[config.mk]
export PLATFORM = sky130hd
export DESIGN_NAME = bcd_timekeeper
export DESIGN_NICKNAME = d
export VERILOG_FILES = /design/src/rtl/timekeeper_pkg.sv /design/src/rtl/bcd_mod_counter.sv /design/src/rtl/bcd_timekeeper.sv
export SDC_FILE = /design/constraint.sdc
export NUM_CORES = 1
export LEC_CHECK = 0
export ABC_AREA = 1
export CAP_MARGIN = 15
export CORE_ASPECT_RATIO = 1.1
export CORE_UTILIZATION = 30
export CTS_CLUSTER_DIAMETER = 60
export DETAILED_ROUTE_END_ITERATION = 16
export SYNTH_ARGS = -nofsm -noshare
export SYNTH_HDL_FRONTEND = slang
export SYNTH_HIERARCHICAL = 1
export SYNTH_SLANG_ARGS = --single-unit
[constraint.sdc]
create_clock -name clk -period 2.5 [get_ports clk]
set_clock_uncertainty 0.15 [all_clocks]
set_input_delay 0.625 -clock clk [delete_from_list [all_inputs] [get_ports clk]]
set_output_delay 0.625 -clock clk [all_outputs]
set_load 0.02 [all_outputs]
[src/rtl/timekeeper_pkg.sv]
// Shared BCD limits and helpers for the time-of-day core.
package timekeeper_pkg;

   localparam logic [7:0] BCD_MAX_MS = 8'h59;
   localparam logic [7:0] BCD_MAX_HR = 8'h23;

   function automatic logic [7:0] bcd_inc(input logic [7:0] v);
      logic [7:0] r;
      if (v[3:0] == 4'd9) r = {v[7:4] + 4'd1, 4'd0};
      else                r = {v[7:4], v[3:0] + 4'd1};
      return r;
   endfunction

   // Once both nibbles are decimal, binary ordering matches BCD ordering.
   function automatic logic bcd_valid(input logic [7:0] val, input logic [7:0] max);
      return (val[7:4] <= 4'd9) && (val[3:0] <= 4'd9) && (val <= max);
   endfunction

   function automatic logic [7:0] hr24_to_12(input logic [7:0] h);
      logic [7:0] r;
      if (h == 8'h00)              r = 8'h12;
      else if (h <= 8'h12)         r = h;
      else if (h[7:4] == 4'd1)     r = {4'd0, h[3:0] - 4'd2};
      else if (h[3:0] < 4'd2)      r = {4'd0, h[3:0] + 4'd8};
      else                         r = {4'd1, h[3:0] - 4'd2};
      return r;
   endfunction

endpackage

[src/rtl/bcd_mod_counter.sv]
// Packed-BCD modulo counter, 00..MAX, with load > clear > increment priority.
module bcd_mod_counter
   import timekeeper_pkg::*;
#(
   parameter logic [7:0] MAX = BCD_MAX_MS
) (
   input  logic       clk,
   input  logic       rst_n,
   input  logic       inc,
   input  logic       clr,
   input  logic       load,
   input  logic [7:0] load_val,
   output logic [7:0] value,
   output logic [7:0] nxt,
   output logic       wrap
);

   assign wrap = inc && (value == MAX);

   always_comb begin
      nxt = value;
      if (load)      nxt = load_val;
      else if (clr)  nxt = '0;
      else if (inc)  nxt = wrap ? '0 : bcd_inc(value);
   end

   always_ff @(posedge clk or negedge rst_n) begin
      if (!rst_n) value <= '0;
      else        value <= nxt;
   end

endmodule

[src/rtl/bcd_timekeeper.sv]
// BCD time-of-day core: 1 s prescaler, 24 h state, 12/24 h display, load/set.
// Optional alarm comparator built when BCD_TIMEKEEPER_ALARM_EN is defined.
module bcd_timekeeper
   import timekeeper_pkg::*;
#(
   parameter int TICK_DIV = 50_000_000,
   parameter int TICK_W   = 26
) (
   input  logic       clk,
   input  logic       rst_n,
   input  logic       en,
   input  logic       mode_12h,
   input  logic       load,
   input  logic [7:0] hr_in,
   input  logic [7:0] mn_in,
   input  logic [7:0] sd_in,
   input  logic       inc_hr,
   input  logic       inc_mn,
   input  logic       clr_sd,
   input  logic       al_wr,
   input  logic [7:0] al_hr,
   input  logic [7:0] al_mn,
   input  logic       al_on,
   output logic [7:0] hr,
   output logic [7:0] mn,
   output logic [7:0] sd,
   output logic       pm,
   output logic       tick_1s,
   output logic       day_pulse,
   output logic       load_err,
   output logic       alarm
);

   localparam logic [TICK_W-1:0] CNT_MAX = TICK_W'(TICK_DIV - 1);

   logic [TICK_W-1:0] cnt;
   logic [7:0]        hr24, sd_nxt, mn_nxt, hr_nxt;
   logic              sd_wrap, mn_wrap, hr_wrap;
   logic              load_ok, set_clr, adv, al_rej;

   assign load_ok = load && bcd_valid(hr_in, BCD_MAX_HR)
                         && bcd_valid(mn_in, BCD_MAX_MS)
                         && bcd_valid(sd_in, BCD_MAX_MS);
   assign set_clr = clr_sd && !load;
   // Any load or set in the same cycle swallows the tick outright.
   assign adv     = tick_1s && en && !load && !inc_hr && !inc_mn && !clr_sd;

   always_ff @(posedge clk or negedge rst_n) begin
      if (!rst_n) begin
         cnt     <= '0;
         tick_1s <= 1'b0;
      end else begin
         tick_1s <= (cnt == CNT_MAX) && !set_clr;
         if (set_clr || cnt == CNT_MAX) cnt <= '0;
         else                           cnt <= cnt + 1'b1;
      end
   end

   bcd_mod_counter #(.MAX(BCD_MAX_MS)) u_sd (
      .clk(clk), .rst_n(rst_n),
      .inc(adv), .clr(set_clr), .load(load_ok), .load_val(sd_in),
      .value(sd), .nxt(sd_nxt), .wrap(sd_wrap)
   );

   // Manual minute/hour bumps do not carry; only the tick chain does.
   bcd_mod_counter #(.MAX(BCD_MAX_MS)) u_mn (
      .clk(clk), .rst_n(rst_n),
      .inc((adv && sd_wrap) || (inc_mn && !load)), .clr(1'b0),
      .load(load_ok), .load_val(mn_in),
      .value(mn), .nxt(mn_nxt), .wrap(mn_wrap)
   );

   bcd_mod_counter #(.MAX(BCD_MAX_HR)) u_hr (
      .clk(clk), .rst_n(rst_n),
      .inc((adv && sd_wrap && mn_wrap) || (inc_hr && !load)), .clr(1'b0),
      .load(load_ok), .load_val(hr_in),
      .value(hr24), .nxt(hr_nxt), .wrap(hr_wrap)
   );

   always_ff @(posedge clk or negedge rst_n) begin
      if (!rst_n) begin
         day_pulse <= 1'b0;
         load_err  <= 1'b0;
      end else begin
         day_pulse <= adv && sd_wrap && mn_wrap && hr_wrap;
         load_err  <= (load && !load_ok) || al_rej;
      end
   end

   assign hr = mode_12h ? hr24_to_12(hr24) : hr24;
   assign pm = (hr24 >= 8'h12);

`ifdef BCD_TIMEKEEPER_ALARM_EN
   logic [7:0] al_hr_q, al_mn_q;
   logic       al_arm_q, al_ok, alarm_q;

   assign al_ok  = bcd_valid(al_hr, BCD_MAX_HR) && bcd_valid(al_mn, BCD_MAX_MS);
   assign al_rej = al_wr && !al_ok;

   // Compare against the post-advance value so the pulse lines up with the new time.
   always_ff @(posedge clk or negedge rst_n) begin
      if (!rst_n) begin
         al_hr_q  <= '0;
         al_mn_q  <= '0;
         al_arm_q <= 1'b0;
         alarm_q  <= 1'b0;
      end else begin
         if (al_wr && al_ok) begin
            al_hr_q <= al_hr;
            al_mn_q <= al_mn;
         end
         al_arm_q <= al_on;
         alarm_q  <= al_arm_q && adv && sd_wrap
                     && (mn_nxt == al_mn_q) && (hr_nxt == al_hr_q);
      end
   end

   assign alarm = alarm_q;

   logic unused_sd_nxt;
   assign unused_sd_nxt = ^sd_nxt;
`else
   assign al_rej = 1'b0;
   assign alarm  = 1'b0;

   logic unused_alarm;
   assign unused_alarm = ^{al_wr, al_hr, al_mn, al_on, sd_nxt, mn_nxt, hr_nxt};
`endif

endmodule

---- Word level (Yosys, flattened, before mapping) ----
Cells that the tools add are included.
operators by class
  add/sub/neg operators ................... 9
  $lt $le $gt $ge ......................... 12
  equality and inequality tests ........... 8
  mux-type cells .......................... 19
  reductions and logical operators ........ 44
operators with widths
  cell                                                               number
  two-way mux 8 bit                                                  16
  adder 26 x 1 -> 26 bit, second input constant                      1
  == test 26 bit, second input constant                              1
  two-way mux 26 bit                                                 1
  logical AND 1 bit                                                  25
  adder 4 x 1 -> 4 bit, second input constant                        6
  less-or-equal comparator 4 bit, second input constant              6
  == test 8 x 7 -> 1 bit, second input constant                      2
  less-or-equal comparator 8 x 7 -> 1 bit, second input constant     2
  == test 4 bit, second input constant                               3
  two-way mux 5 bit                                                  2
  nonzero test 3 bit                                                 3
  == test 8 x 6 -> 1 bit, second input constant                      1
  greater-or-equal comparator 8 x 5 -> 1 bit, second input constant  1
  less-or-equal comparator 8 x 5 -> 1 bit, second input constant     1
  less-or-equal comparator 8 x 6 -> 1 bit, second input constant     1
  logical NOT 8 bit                                                  1
  logical NOT 1 bit                                                  6
  AND reduction 2 bit                                                3
  adder 4 bit, second input constant                                 1
  == test 4 x 1 -> 1 bit, second input constant                      1
  less-than comparator 4 x 2 -> 1 bit, second input constant         1
  nonzero test 2 bit                                                 2
  nonzero test 4 bit                                                 1
  2 further kinds                                                    4
word-level totals
  register bits after elaboration ......... 53
  bits of input ports ..................... 50
  output and inout port bits .............. 29
  word-level logic and storage cells ...... 102

---- Longest topological paths before layout ----
Gate-level depths: netlist of the first run.
  depth after elaboration ................. 15
  gate-level depth with buffers ........... 19
  mapped depth without buffers ............ 17

---- Modules after synthesis ----
The synthesis of the first run kept the hierarchy.
modules (own cells, without submodules)
  module                       times used  cells each  area each (µm²)  sequential area each (µm²)
  bcd_timekeeper               1           327         2,029.4          725.7
  bcd_mod_counter at u_mn ...  2           76          593.1            200.2
  bcd_mod_counter at u_hr      1           78          568.0            200.2

---- Worst setup path after synthesis of the first run ----
No wires, ideal clock.
  kind .................................... input port to flip-flop
  start ................................... in inc_hr
  end ..................................... reg u_hr.value[7]
  setup time .............................. 0.117 ns
  arrival ................................. 2.777 ns
  required time ........................... 2.233 ns
  setup slack ............................. -0.544 ns
  stages .................................. 18
  path buffers ............................ 2
  cell sequence ........................... nor3_1 > and2_1 > buf_6 > nand4_1 > nor3_1 > a22o_1 > buf_6 > nand4_1 > nor3_1 > nand3_1 > nand2_1 > nand2_1 > inv_1 > nand2_1 > nor2_4 > nor2_4 > nand3_1 > nand2_1
between the ends
  word-level cells in the longest chain between the ends .. 14
  elaborated cells on any way between the ends .. 18
  classes of those cells .................. 3 x mux; 15 x reduce/logical
ends and longest elaborated chain
  item                            line                   RTL
  start, declared                 bcd_timekeeper.sv:17   input logic inc_hr,
  logical NOT 1 bit               bcd_timekeeper.sv:46   assign adv = tick_1s && en && !load && !inc_hr && !inc_mn && !clr_sd;
  logical AND 1 bit (3 in a row)  bcd_timekeeper.sv:46
  net adv                         bcd_timekeeper.sv:39   logic load_ok, set_clr, adv, al_rej;
  logical AND 1 bit               bcd_mod_counter.sv:18  assign wrap = inc && (value == MAX);
  net sd_wrap                     bcd_timekeeper.sv:38   logic sd_wrap, mn_wrap, hr_wrap;
  logical AND 1 bit               bcd_timekeeper.sv:68   .inc((adv && sd_wrap) || (inc_mn && !load)), .clr(1'b0),
  logical OR 1 bit                bcd_timekeeper.sv:68
  logical AND 1 bit               bcd_mod_counter.sv:18
  net mn_wrap                     bcd_timekeeper.sv:38
  logical AND 1 bit               bcd_timekeeper.sv:75   .inc((adv && sd_wrap && mn_wrap) || (inc_hr && !load)), .clr(1'b0),
  logical OR 1 bit                bcd_timekeeper.sv:75
  logical AND 1 bit               bcd_mod_counter.sv:18
  net hr_wrap                     bcd_timekeeper.sv:38
  two-way mux 8 bit (2 in a row)  bcd_mod_counter.sv:24  else if (inc) nxt = wrap ? '0 : bcd_inc(value);
  two-way mux 8 bit               bcd_mod_counter.sv:22  if (load) nxt = load_val;
  net hr_nxt[7]                   bcd_timekeeper.sv:37   logic [7:0] hr24, sd_nxt, mn_nxt, hr_nxt;
  end signal, assigned            bcd_mod_counter.sv:29  else value <= nxt;
  end, declared                   bcd_mod_counter.sv:13  output logic [7:0] value,
The timed path passes the listed nets, and every way through them passes these cells. The select of a mux whose other input is x is not followed.
A chain may end at the register's enable or synchronous reset.

---- Worst setup path after layout of the first run ----
  start ................................... in inc_hr
  end ..................................... reg u_hr.value[3]
between the ends
  word-level cells in the longest chain between the ends .. 14
  elaborated cells on any way between the ends .. 16
  classes of those cells .................. 3 x mux; 13 x reduce/logical
ends and longest elaborated chain
  item                            line
  logical NOT 1 bit               bcd_timekeeper.sv:46
  logical AND 1 bit (3 in a row)  bcd_timekeeper.sv:46
  net adv                         bcd_timekeeper.sv:39
  logical AND 1 bit               bcd_mod_counter.sv:18
  net sd_wrap                     bcd_timekeeper.sv:38
  logical AND 1 bit               bcd_timekeeper.sv:68
  logical OR 1 bit                bcd_timekeeper.sv:68
  logical AND 1 bit               bcd_mod_counter.sv:18
  net mn_wrap                     bcd_timekeeper.sv:38
  logical AND 1 bit               bcd_timekeeper.sv:75
  logical OR 1 bit                bcd_timekeeper.sv:75
  logical AND 1 bit               bcd_mod_counter.sv:18
  two-way mux 8 bit (2 in a row)  bcd_mod_counter.sv:24
  two-way mux 8 bit               bcd_mod_counter.sv:22
  net hr_nxt[3]                   bcd_timekeeper.sv:37
The timed path passes the listed nets, and every way through them passes these cells. The select of a mux whose other input is x is not followed.

==> results of run 1 <==
placed cells by master, fill, tap and decap left out, types with 2 or more instances in the layout:
cell / synthesis / final
inv_1: 69 / 65
buf_6: 7 / 3
nand3_2: 0 / 7
nor2_2: 6 / 9
clkbuf_2: 0 / 2
ha_1: 14 / 14
buf_2: 0 / 4
nor2_8: 2 / 2
xnor2_1: 8 / 8
o21ai_0: 9 / 6
a21oi_1: 6 / 6
or2_0: 2 / 2
xor2_1: 12 / 12
nand2_1: 189 / 183
o21ai_1: 4 / 7
nand2_2: 1 / 4
o21ai_2: 4 / 4
nor3_1: 6 / 2
buf_4: 1 / 52
nor2_1: 99 / 95
clkdlybuf4s50_1: 0 / 45
nand4_1: 6 / 6
nand3_1: 36 / 28
dlygate4sd2_1: 0 / 4
dfrtp_1: 53 / 53
or2_2: 2 / 2
a21oi_4: 2 / 2
inv_2: 2 / 6
nand2_4: 5 / 8
nor2_4: 4 / 5
clkbuf_16: 0 / 5
nor3_2: 0 / 3
conb_1: 1 / 3
path summary, 6_finish.rpt:
path / cells past startpoint / slack [ns] / end
setup / recovery: 16 / -0.17 / u_hr/value[3]$_DFF_PN0_
setup reg to reg: 16 / -0.15 / u_hr/value[3]$_DFF_PN0_
min in group clk: 1 / 0.40 / cnt[0]$_DFF_PN0_
hold reg to reg: 1 / 0.40 / cnt[0]$_DFF_PN0_
max in group asynchronous: 2 / 1.79 / u_hr/value[7]$_DFF_PN0_
hold / removal: 2 / 0.17 / cnt[16]$_DFF_PN0_
what timing repair did:
item | 4_1_cts | 5_1_grt
pin swaps | 19 | 18
setup endpoints to repair | 25 | 23
resized for setup | 48 | 23
cloned | 0 | 0
endpoints found under the hold margin | 0 | 0
setup buffers | 20 | 2
through the flow:
| stage | util | std cells | hold WS, ns | area [um2] |
|---|---|---|---|---|
| CTS | 0.422 | 825 | 0.186 | 5120 |
| global route | 0.424 | 822 | 0.198 | 5140 |
| detailed placement | 0.393 | 797 | 0.390 | 4780 |
| floorplan | - | 559 | 0.179 | 3810 |
| finish | 0.424 | 822 | 0.172 | 5140 |
| global placement | 0.393 | 797 | 0.386 | 4780 |
synthesized netlist by cell type, drive strengths merged:
cell,n
and2,1
nand3,36
o21ai,17
conb,1
mux2i,1
o211ai,1
nand4,6
a22o,1
a21oi,8
dfrtp,53
inv,71
nand2,195
nor3,6
ha,14
xor2,12
buf,8
clkbuf,2
xnor2,8
nor2,111
or2,5
where the power goes:
group          switching, mW  internal (mW)
logic                  0.149          0.131
clock network          0.312          0.501
registers             0.0326          0.887
worst max-delay path, stage by stage:
cell,delay [ns]
buf_6,0.10
nor3_4,0.21
and2_4,0.18
nand4_1,0.13
nor3_2,0.17
a22o_1,0.18
nand4_1,0.14
nor3_2,0.23
nand3_4,0.12
nand2_4,0.11
buf_4,0.12
nand2_1,0.07
o21ai_1,0.12
nand2_1,0.07
nand3_2,0.07
nand2_1,0.05
state kept, by name, summed over array words and instances (netlist names):
signal and count:
cnt 26, u_hr/value 8, u_mn/value 8, u_sd/value 8
day_pulse 1, load_err 1, tick_1s 1
logic make-up after synthesis:
kind of cell             Yosys count
AO/OA/AOI/OAI                     27
XOR/XNOR                          20
adder cells (fa/ha/maj)           14
buffers and inverters             81
flip-flops                        53
multiplexers                       1
other                              1
AND/OR/NAND/NOR                  360
metal layers:
layer / track usage / vias to the layer above / part of all wire
li1: - / 1918 / -
met5: 0 / - / 0
met1: 0.182 / 1748 / 0.41
met3: 0.0217 / 17 / 0.028
met2: 0.311 / 55 / 0.54
met4: 0.0481 / 0 / 0.021
final cells by class:
class	count	area [um2]	share of cell area
Sequential cell	53	1330	0.258
Inverter	71	267	0.0518
Clock buffer	7	143	0.0277
Multi-Input combinational cell	425	2230	0.433
Timing Repair Buffer	111	960	0.187
Clock inverter	1	30.0	0.00584
Tap cell	154	193	0.0375
==> run metrics, run 1 <==
root buffer cell clkbuf_16; mux cell area share after synthesis 0.00265; Setup CP Type in2reg; Hold Crit Class in2async; Seq/Total Area, Yosys 0.351; Setup TNS -1.40 ns; Final Hold Violating Endpoints 0; endpoints failing setup 9; largest family of logic cells by synthesized area simple AND/OR/NAND/NOR gates; Worst-path clk slew 0.07 ns; Mapped Cells 557; Worst Setup Slack, final -0.167 ns; Site Rows 42; CTS tree built; Synth area leaders dfrtp_1 (35%), nand2_1 (19%), nor2_1 (9.8%); Worst EP arrival 2.70 ns; CP Max Fanout 4; Critical Path RT 2.54 ns; Worst setup SP type primary input; global placement routability congestion 0.919; Crit. End Element register; Core Area 12100 um2; Tot Pwr 2.01 mW; # IOs 79; Post-Synth Adder-Cell Area 0.0463; Overflow after GRT 0; XOR/XNOR Fraction of Synth Area 0.0463; Hold Buf Count CTS 0; FMAX 375 MHz; global-route wire length before repair 16900 um; Pre-antenna DRT Iters 4; post-synthesis cell area 3780 um2; gr usage total 0.162; PD cells 391 nW/um2; Inserted Clock Buffers 5; Final ANT Viol Nets 0; Synth Area in Compound Gates 0.0473; number of synthesized register bits 53; Die Ht 120 um; static leakage 2.51 nW; DRC violations left 0; Max Cap Violations 0; worst reg2reg path startpoint tick_1s$_DFF_PN0_; Vias/cell 4.55; clock latency on the worst-skew pair 0.29 ns; synth unique cells 32; syn_area_per_cell 6.79 um2; synth warn 6; clock buffer depth 2; Via Count 3738; Initial Utilization 0.312; crit path from inc_hr; post-synth top area cell dfrtp_1; minimum clock period 2.67 ns; HPWL Detailed 7860 um; fin crit share 1.07; Setup WS pre-CTS -0.903 ns; number of nets in the layout 731; share of layout cells above drive strength 1 0.187; failing checks setup timing; CTS HTree Levels 2; vias in the first global route 3757; PortBufs 59; initial antenna violation count 0; Die X 109 um; unrepaired setup endpoints after global routing true; Yosys top cell area share 0.351; peak supply drop 0.288 mV; Ant. Diodes 0; initial drt markers 99; area grow syn2layout 35.9%; area of the die 13100 um2; number of fillers in the final layout 1260; Post-Synth Simple-Gate Area 0.411; Final Max Slew Viols 0; largest net degree at the start of global routing 54; TritonCTS Sinks 53; wire per inst 12.3 um; final WL 10100 um; status finished with violations
Power figures use the tool's default switching activity.
==> inputs of run 2 (changes only) <==
--- a/config.mk
+++ b/config.mk
@@ -11,6 +11,7 @@
 export CORE_UTILIZATION = 30
 export CTS_CLUSTER_DIAMETER = 60
 export DETAILED_ROUTE_END_ITERATION = 16
+export PLACE_DENSITY_LB_ADDON = 0.2
 export SYNTH_ARGS = -nofsm -noshare
 export SYNTH_HDL_FRONTEND = slang
 export SYNTH_HIERARCHICAL = 1
==> run metrics, run 2 (same netlist as run 1, synthesis figures left out) <==
fin crit share 1.02 (was 1.07); global placement routability congestion 0.852 (was 0.919); Max Cap Violations 0 (unchanged); initial antenna violation count 0 (unchanged); Tot Pwr 1.95 mW (was 2.01 mW); wire per inst 12.0 um (was 12.3 um); PD cells 380 nW/um2 (was 391 nW/um2); most common cell after layout, fill and taps aside nand2_1 (unchanged); Critical Path RT 2.54 ns (about the same); HPWL Detailed 7820 um (was 7860 um); Via Count 3716 (was 3738); Final Max Slew Viols 0 (unchanged); Die X 109 um (unchanged); worst reg2reg path startpoint tick_1s$_DFF_PN0_ (unchanged); CTS HTree Levels 2 (unchanged); largest net degree at the start of global routing 32 (was 54); Overflow after GRT 0 (unchanged); max reg flops 26 (unchanged); Hold Buf Count CTS 0 (unchanged); hold_ws 0.171 ns (was 0.172 ns); CTS tree built (unchanged); Die Ht 120 um (unchanged); CP max-delay cell clkdlybuf4s15_2 (was nor3_2); root buffer cell clkbuf_16 (unchanged); Final Hold Violating Endpoints 0 (unchanged); Worst Path Buf+Inv 2 (unchanged); vias in the first global route 3516 (was 3757); CP delay by family, top simple AND/OR/NAND/NOR gates (unchanged); DRC violations left 0 (unchanged); # IOs 79 (unchanged); unrepaired setup endpoints after global routing true (unchanged); slew at the pin closest to its max-slew limit 0.574 ns; gr usage total 0.158 (was 0.162); area of the die 13100 um2 (unchanged); most flop-heavy register cnt (unchanged); Finished Core Util 0.423 (was 0.424); Inserted Clock Buffers 5 (unchanged); Vias/cell 4.49 (was 4.55); clock buffer depth 2 (unchanged); initial drt markers 207 (was 99); Worst EP arrival 2.58 ns (was 2.70 ns); Ant. Diodes 0 (unchanged); Slew HR 0.617; endpoints failing setup 8 (was 9); crit-path cells clkdlybuf4s15_2 > nor2_2 > and2_4 > nand4_1 > nor3_2 > a22o_1 > nand4_1 > nor3_2 > nand3_2 > nand2_4 > nand2_2 > inv_2 > nand2_2 > nor2_4 > nor2_4 > nand3_1 > nand2_1 (was buf_6 > nor3_4 > and2_4 > nand4_1 > nor3_2 > a22o_1 > nand4_1 > nor3_2 > nand3_4 > nand2_4 > buf_4 > nand2_1 > o21ai_1 > nand2_1 > nand3_2 > nand2_1); Setup CP Type in2reg (unchanged); Hold Crit Class in2async (unchanged); clock latency on the worst-skew pair 0.29 ns (about the same); static leakage 2.51 nW (about the same); share of layout cells above drive strength 1 0.195 (was 0.187); TritonCTS Sinks 53 (unchanged); peak supply drop 0.270 mV (was 0.288 mV); area grow syn2layout 35.6% (was 35.9%); CP Max Fanout 8 (was 4); Crit. End Element register (unchanged); slowest stage delay, CP 0.19 ns (was 0.23 ns); number of nets in the layout 736 (was 731); failing checks setup timing (unchanged); critical path depth 17 (was 16); Worst setup SP type primary input (unchanged); Site Rows 42 (unchanged); Worst Setup Slack, final -0.0398 ns (was -0.167 ns); global-route wire length before repair 16100 um (was 16900 um); Final ANT Viol Nets 0 (unchanged); Pre-antenna DRT Iters 5 (was 4); FMAX 394 MHz (was 375 MHz); minimum clock period 2.54 ns (was 2.67 ns); R2R depth 17 (was 16); PortBufs 59 (unchanged); Worst-path clk slew 0.07 ns (about the same); status finished with violations (unchanged); most frequent cells in the layout nand2_1 (182), nor2_1 (93), inv_1 (65) (was nand2_1 (183), nor2_1 (95), inv_1 (65)); final WL 9890 um (was 10100 um); Initial Utilization 0.312 (unchanged); r2r endpoint u_hr/value[0]$_DFF_PN0_ (was u_hr/value[3]$_DFF_PN0_); Core Area 12100 um2 (unchanged); R2R setup slack 0.01 ns (was -0.15 ns)
## run 2: final cells by class
type / count / area, um2
clock buffers: 7 / 153
clock inverters: 1 / 5.00
fillers: 1253 / 7010
inverters: 71 / 267
multi-input cells: 425 / 2200
flip-flops and latches: 53 / 1330
well taps: 154 / 193
repair buffers: 116 / 988
## run 2: per-stage QoR
| step | setup TNS (ns) | cells | setup WS, ns | cell area [um2] |
|---|---|---|---|---|
| 3_5_place_dp | -13.14 | 801 | -0.810 | 4810 |
| 3_3_place_gp | -11.55 | 801 | -0.694 | 4810 |
| 2_1_floorplan | -3.41 | 559 | -0.397 | 3810 |
| 4_1_cts | -1.97 | 826 | -0.226 | 5110 |
| 5_1_grt | -1.49 | 827 | -0.189 | 5130 |
| 6_report | -0.240 | 827 | -0.0398 | 5130 |
## run 2: repair_timing
item | in CTS | in global routing
gates resized for setup | 43 | 20
setup endpoints to repair | 25 | 18
setup buffers | 18 | 5
pin swaps | 22 | 18
## run 2: worst max-delay path by stage
stage / start / to / slack (ns)
4_1_cts: tick_1s$_DFF_PN0_ / u_hr/value[4]$_DFF_PN0_ / -0.23
5_1_grt: tick_1s$_DFF_PN0_ / u_hr/value[7]$_DFF_PN0_ / -0.19
3_5_place_dp: inc_hr / u_hr/value[7]$_DFF_PN0_ / -0.81
6_report: load / u_hr/value[0]$_DFF_PN0_ / -0.04
2_1_floorplan: inc_hr / u_hr/value[7]$_DFF_PN0_ / -0.40
3_3_place_gp: inc_hr / u_hr/value[7]$_DFF_PN0_ / -0.69
## run 2: report_power, final
part | leakage (nW) | switching (mW) | internal, mW
clock | 0.0799 | 0.326 | 0.426
combinational | 1.70 | 0.150 | 0.131
sequential | 0.731 | 0.0331 | 0.887
total | 2.51 | 0.509 | 1.44
## run 2: metal layers
| metal | wire, um | global-route usage |
|---|---|---|
| met1 | 4310 | 0.190 |
| met2 | 5080 | 0.285 |
| met3 | 354 | 0.0244 |
| met4 | 139 | 0.0414 |
| met5 | 0 | 0 |
## run 2: worst reg2reg max path: stages (launching register included)
cell	delay, ns
dfrtp_1	0.39
nand2_2	0.09
nor3_4	0.11
and2_4	0.16
nand4_1	0.13
nor3_2	0.18
a22o_1	0.17
nand4_1	0.12
nor3_2	0.16
nand3_2	0.13
nand2_4	0.11
nand2_2	0.07
inv_2	0.05
nand2_2	0.05
nor2_4	0.12
nor2_4	0.08
nand3_1	0.09
nand2_1	0.05
==> inputs of run 3 (changes only) <==
==> constraint.sdc (replaced) <==
create_clock -name clk -period 2.1 [get_ports clk]
set_clock_uncertainty 0.15 [all_clocks]
set_input_delay 0.525 -clock clk [delete_from_list [all_inputs] [get_ports clk]]
set_output_delay 0.525 -clock clk [all_outputs]
set_load 0.02 [all_outputs]
==> run metrics, run 3 (same netlist as run 1, synthesis figures left out) <==
area grow syn2layout 46.8% (was 35.6%); CTS tree built (unchanged); DRC violations left 0 (unchanged); Worst-path clk slew 0.07 ns (about the same); Tot Pwr 2.29 mW (was 1.95 mW); fin crit share 1.22; most flop-heavy register cnt (unchanged); HPWL Detailed 7960 um (was 7820 um); Ant. Diodes 0 (unchanged); area of the die 13100 um2 (unchanged); gr usage total 0.171 (was 0.158); clock buffer depth 2 (unchanged); vias in the first global route 3965 (was 3516); Critical Path RT 2.18 ns (was 2.54 ns); Crit. End Element register (unchanged); R2R depth 16 (was 17); most common cell after layout, fill and taps aside nand2_1 (unchanged); clock latency on the worst-skew pair 0.29 ns (about the same); Setup CP Type in2reg (unchanged); TritonCTS Sinks 53 (unchanged); Pre-antenna DRT Iters 4 (was 5); Worst setup SP type primary input (unchanged); share of layout cells above drive strength 1 0.273 (was 0.195); Vias/cell 4.55 (was 4.49); R2R setup slack -0.43 ns (was 0.01 ns); peak supply drop 0.271 mV (was 0.270 mV); max reg flops 26 (unchanged); CP Max Fanout 8 (unchanged); Final Hold Violating Endpoints 0 (unchanged); unrepaired setup endpoints after global routing true (unchanged); number of nets in the layout 767 (was 736); failing checks setup timing (unchanged); Worst EP arrival 2.64 ns (was 2.58 ns); Worst Setup Slack, final -0.460 ns (was -0.0398 ns); minimum clock period 2.56 ns; r2r endpoint u_hr/value[6]$_DFF_PN0_ (was u_hr/value[0]$_DFF_PN0_); Inserted Clock Buffers 5 (unchanged); wire per inst 12.4 um (was 12.0 um); Die Ht 120 um (unchanged); Cell Area, Placed 5040 um2 (was 4810 um2); most frequent cells in the layout nand2_1 (174), nor2_1 (91), buf_4 (80) (was nand2_1 (182), nor2_1 (93), inv_1 (65)); Hold Crit Class in2async (unchanged); global placement routability congestion 0.832 (was 0.852); endpoints failing setup 16 (was 8); final WL 10600 um (was 9890 um); Overflow after GRT 0 (unchanged); Via Count 3908 (was 3716); Hold Buf Count CTS 0 (unchanged); Max Cap Violations 0 (unchanged); global-route wire length before repair 17600 um (was 16100 um); PD cells 412 nW/um2 (was 380 nW/um2); CTS HTree Levels 2 (unchanged); initial antenna violation count 0 (unchanged); final instance area 5550 um2 (was 5130 um2); initial drt markers 148 (was 207); # IOs 79 (unchanged); Initial Utilization 0.312 (unchanged); Final Max Slew Viols 0 (unchanged); FMAX 391 MHz; Site Rows 42 (unchanged); static leakage 2.82 nW (was 2.51 nW); worst reg2reg path startpoint tick_1s$_DFF_PN0_ (unchanged); Final ANT Viol Nets 0 (unchanged); Core Area 12100 um2 (unchanged); status finished with violations (unchanged); Die X 109 um (unchanged); largest net degree at the start of global routing 54 (was 32); PortBufs 59 (unchanged); root buffer cell clkbuf_16 (unchanged)
==> run 3: cell types whose count changed in the layout (fill, tap and decap cells not counted), sizes merged <==
cell	change
clkinv	+1
clkdlybuf4s50	-9
buf	+35
dlymetal6s2s	+7
dlygate4sd2	-2
clkbuf	-1
==> run 3: repair_timing <==
item	CTS	global route
endpoints found under the setup margin	35	40
setup buffers	19	8
gates resized for setup	81	60
pin swaps	34	35
==> run 3: stage by stage <==
stage                     worst slack [ns]  TNS (ns)  cells  utilization  hold slack [ns]
after floorplan                     -0.696     -6.88    559            -           0.0794
after global placement               -1.01    -21.52    830        0.415            0.377
after detailed placement             -1.15    -22.72    830        0.415            0.381
after CTS                           -0.618     -7.09    855        0.442           0.0850
after global routing                -0.653     -8.05    858        0.457           0.0927
final                               -0.460     -4.93    858        0.457           0.0698
==> run 3: power by group <==
part | switching, mW | internal [mW]
Sequential | 0.0367 | 1.06
Combinational | 0.198 | 0.189
Clock | 0.367 | 0.439
==> run 3: per-layer routing <==
| metal | global-route usage | vias up | part of all wire |
|---|---|---|---|
| li1 | - | 1988 | - |
| met5 | 0 | - | 0 |
| met1 | 0.194 | 1821 | 0.43 |
| met4 | 0.0726 | 0 | 0.028 |
| met3 | 0.0299 | 23 | 0.035 |
| met2 | 0.310 | 76 | 0.51 |
==> run 3: layout make-up <==
| type | instances | area, um2 |
|---|---|---|
| clock buffer | 6 | 129 |
| clock inverter | 2 | 10.0 |
| fill | 1233 | 6590 |
| inverter | 71 | 267 |
| multi-input combinational | 425 | 2330 |
| sequential | 53 | 1330 |
| tap | 154 | 193 |
| timing repair buffer | 147 | 1300 |
==> run 3: worst max-delay path by stage <==
| stage | startpoint | endpoint | slack (ns) | cells past startpoint |
|---|---|---|---|---|
| after floorplan | inc_hr | u_hr/value[7]$_DFF_PN0_ | -0.70 | 18 |
| final | load | u_hr/value[6]$_DFF_PN0_ | -0.46 | 16 |
| after global routing | tick_1s$_DFF_PN0_ | u_hr/value[6]$_DFF_PN0_ | -0.65 | 16 |
| after CTS | tick_1s$_DFF_PN0_ | u_hr/value[4]$_DFF_PN0_ | -0.62 | 16 |
| after detailed placement | inc_mn | u_hr/value[7]$_DFF_PN0_ | -1.15 | 15 |
| after global placement | inc_mn | u_hr/value[7]$_DFF_PN0_ | -1.01 | 15 |
==> run 3: worst max-delay path, cell delays in order <==
cell and delay, ns:
dlygate4sd2_1 0.25, nor2_2 0.08, and2_4 0.15, nand4_1 0.11
nor3_2 0.18, a22o_1 0.19, nand4_1 0.14, nor3_2 0.17
nand3_2 0.13, nand2_4 0.12, nand2_2 0.07, nor2_4 0.18
nand2_1 0.10, nand2_1 0.10, nand3_2 0.08, nand2_2 0.06
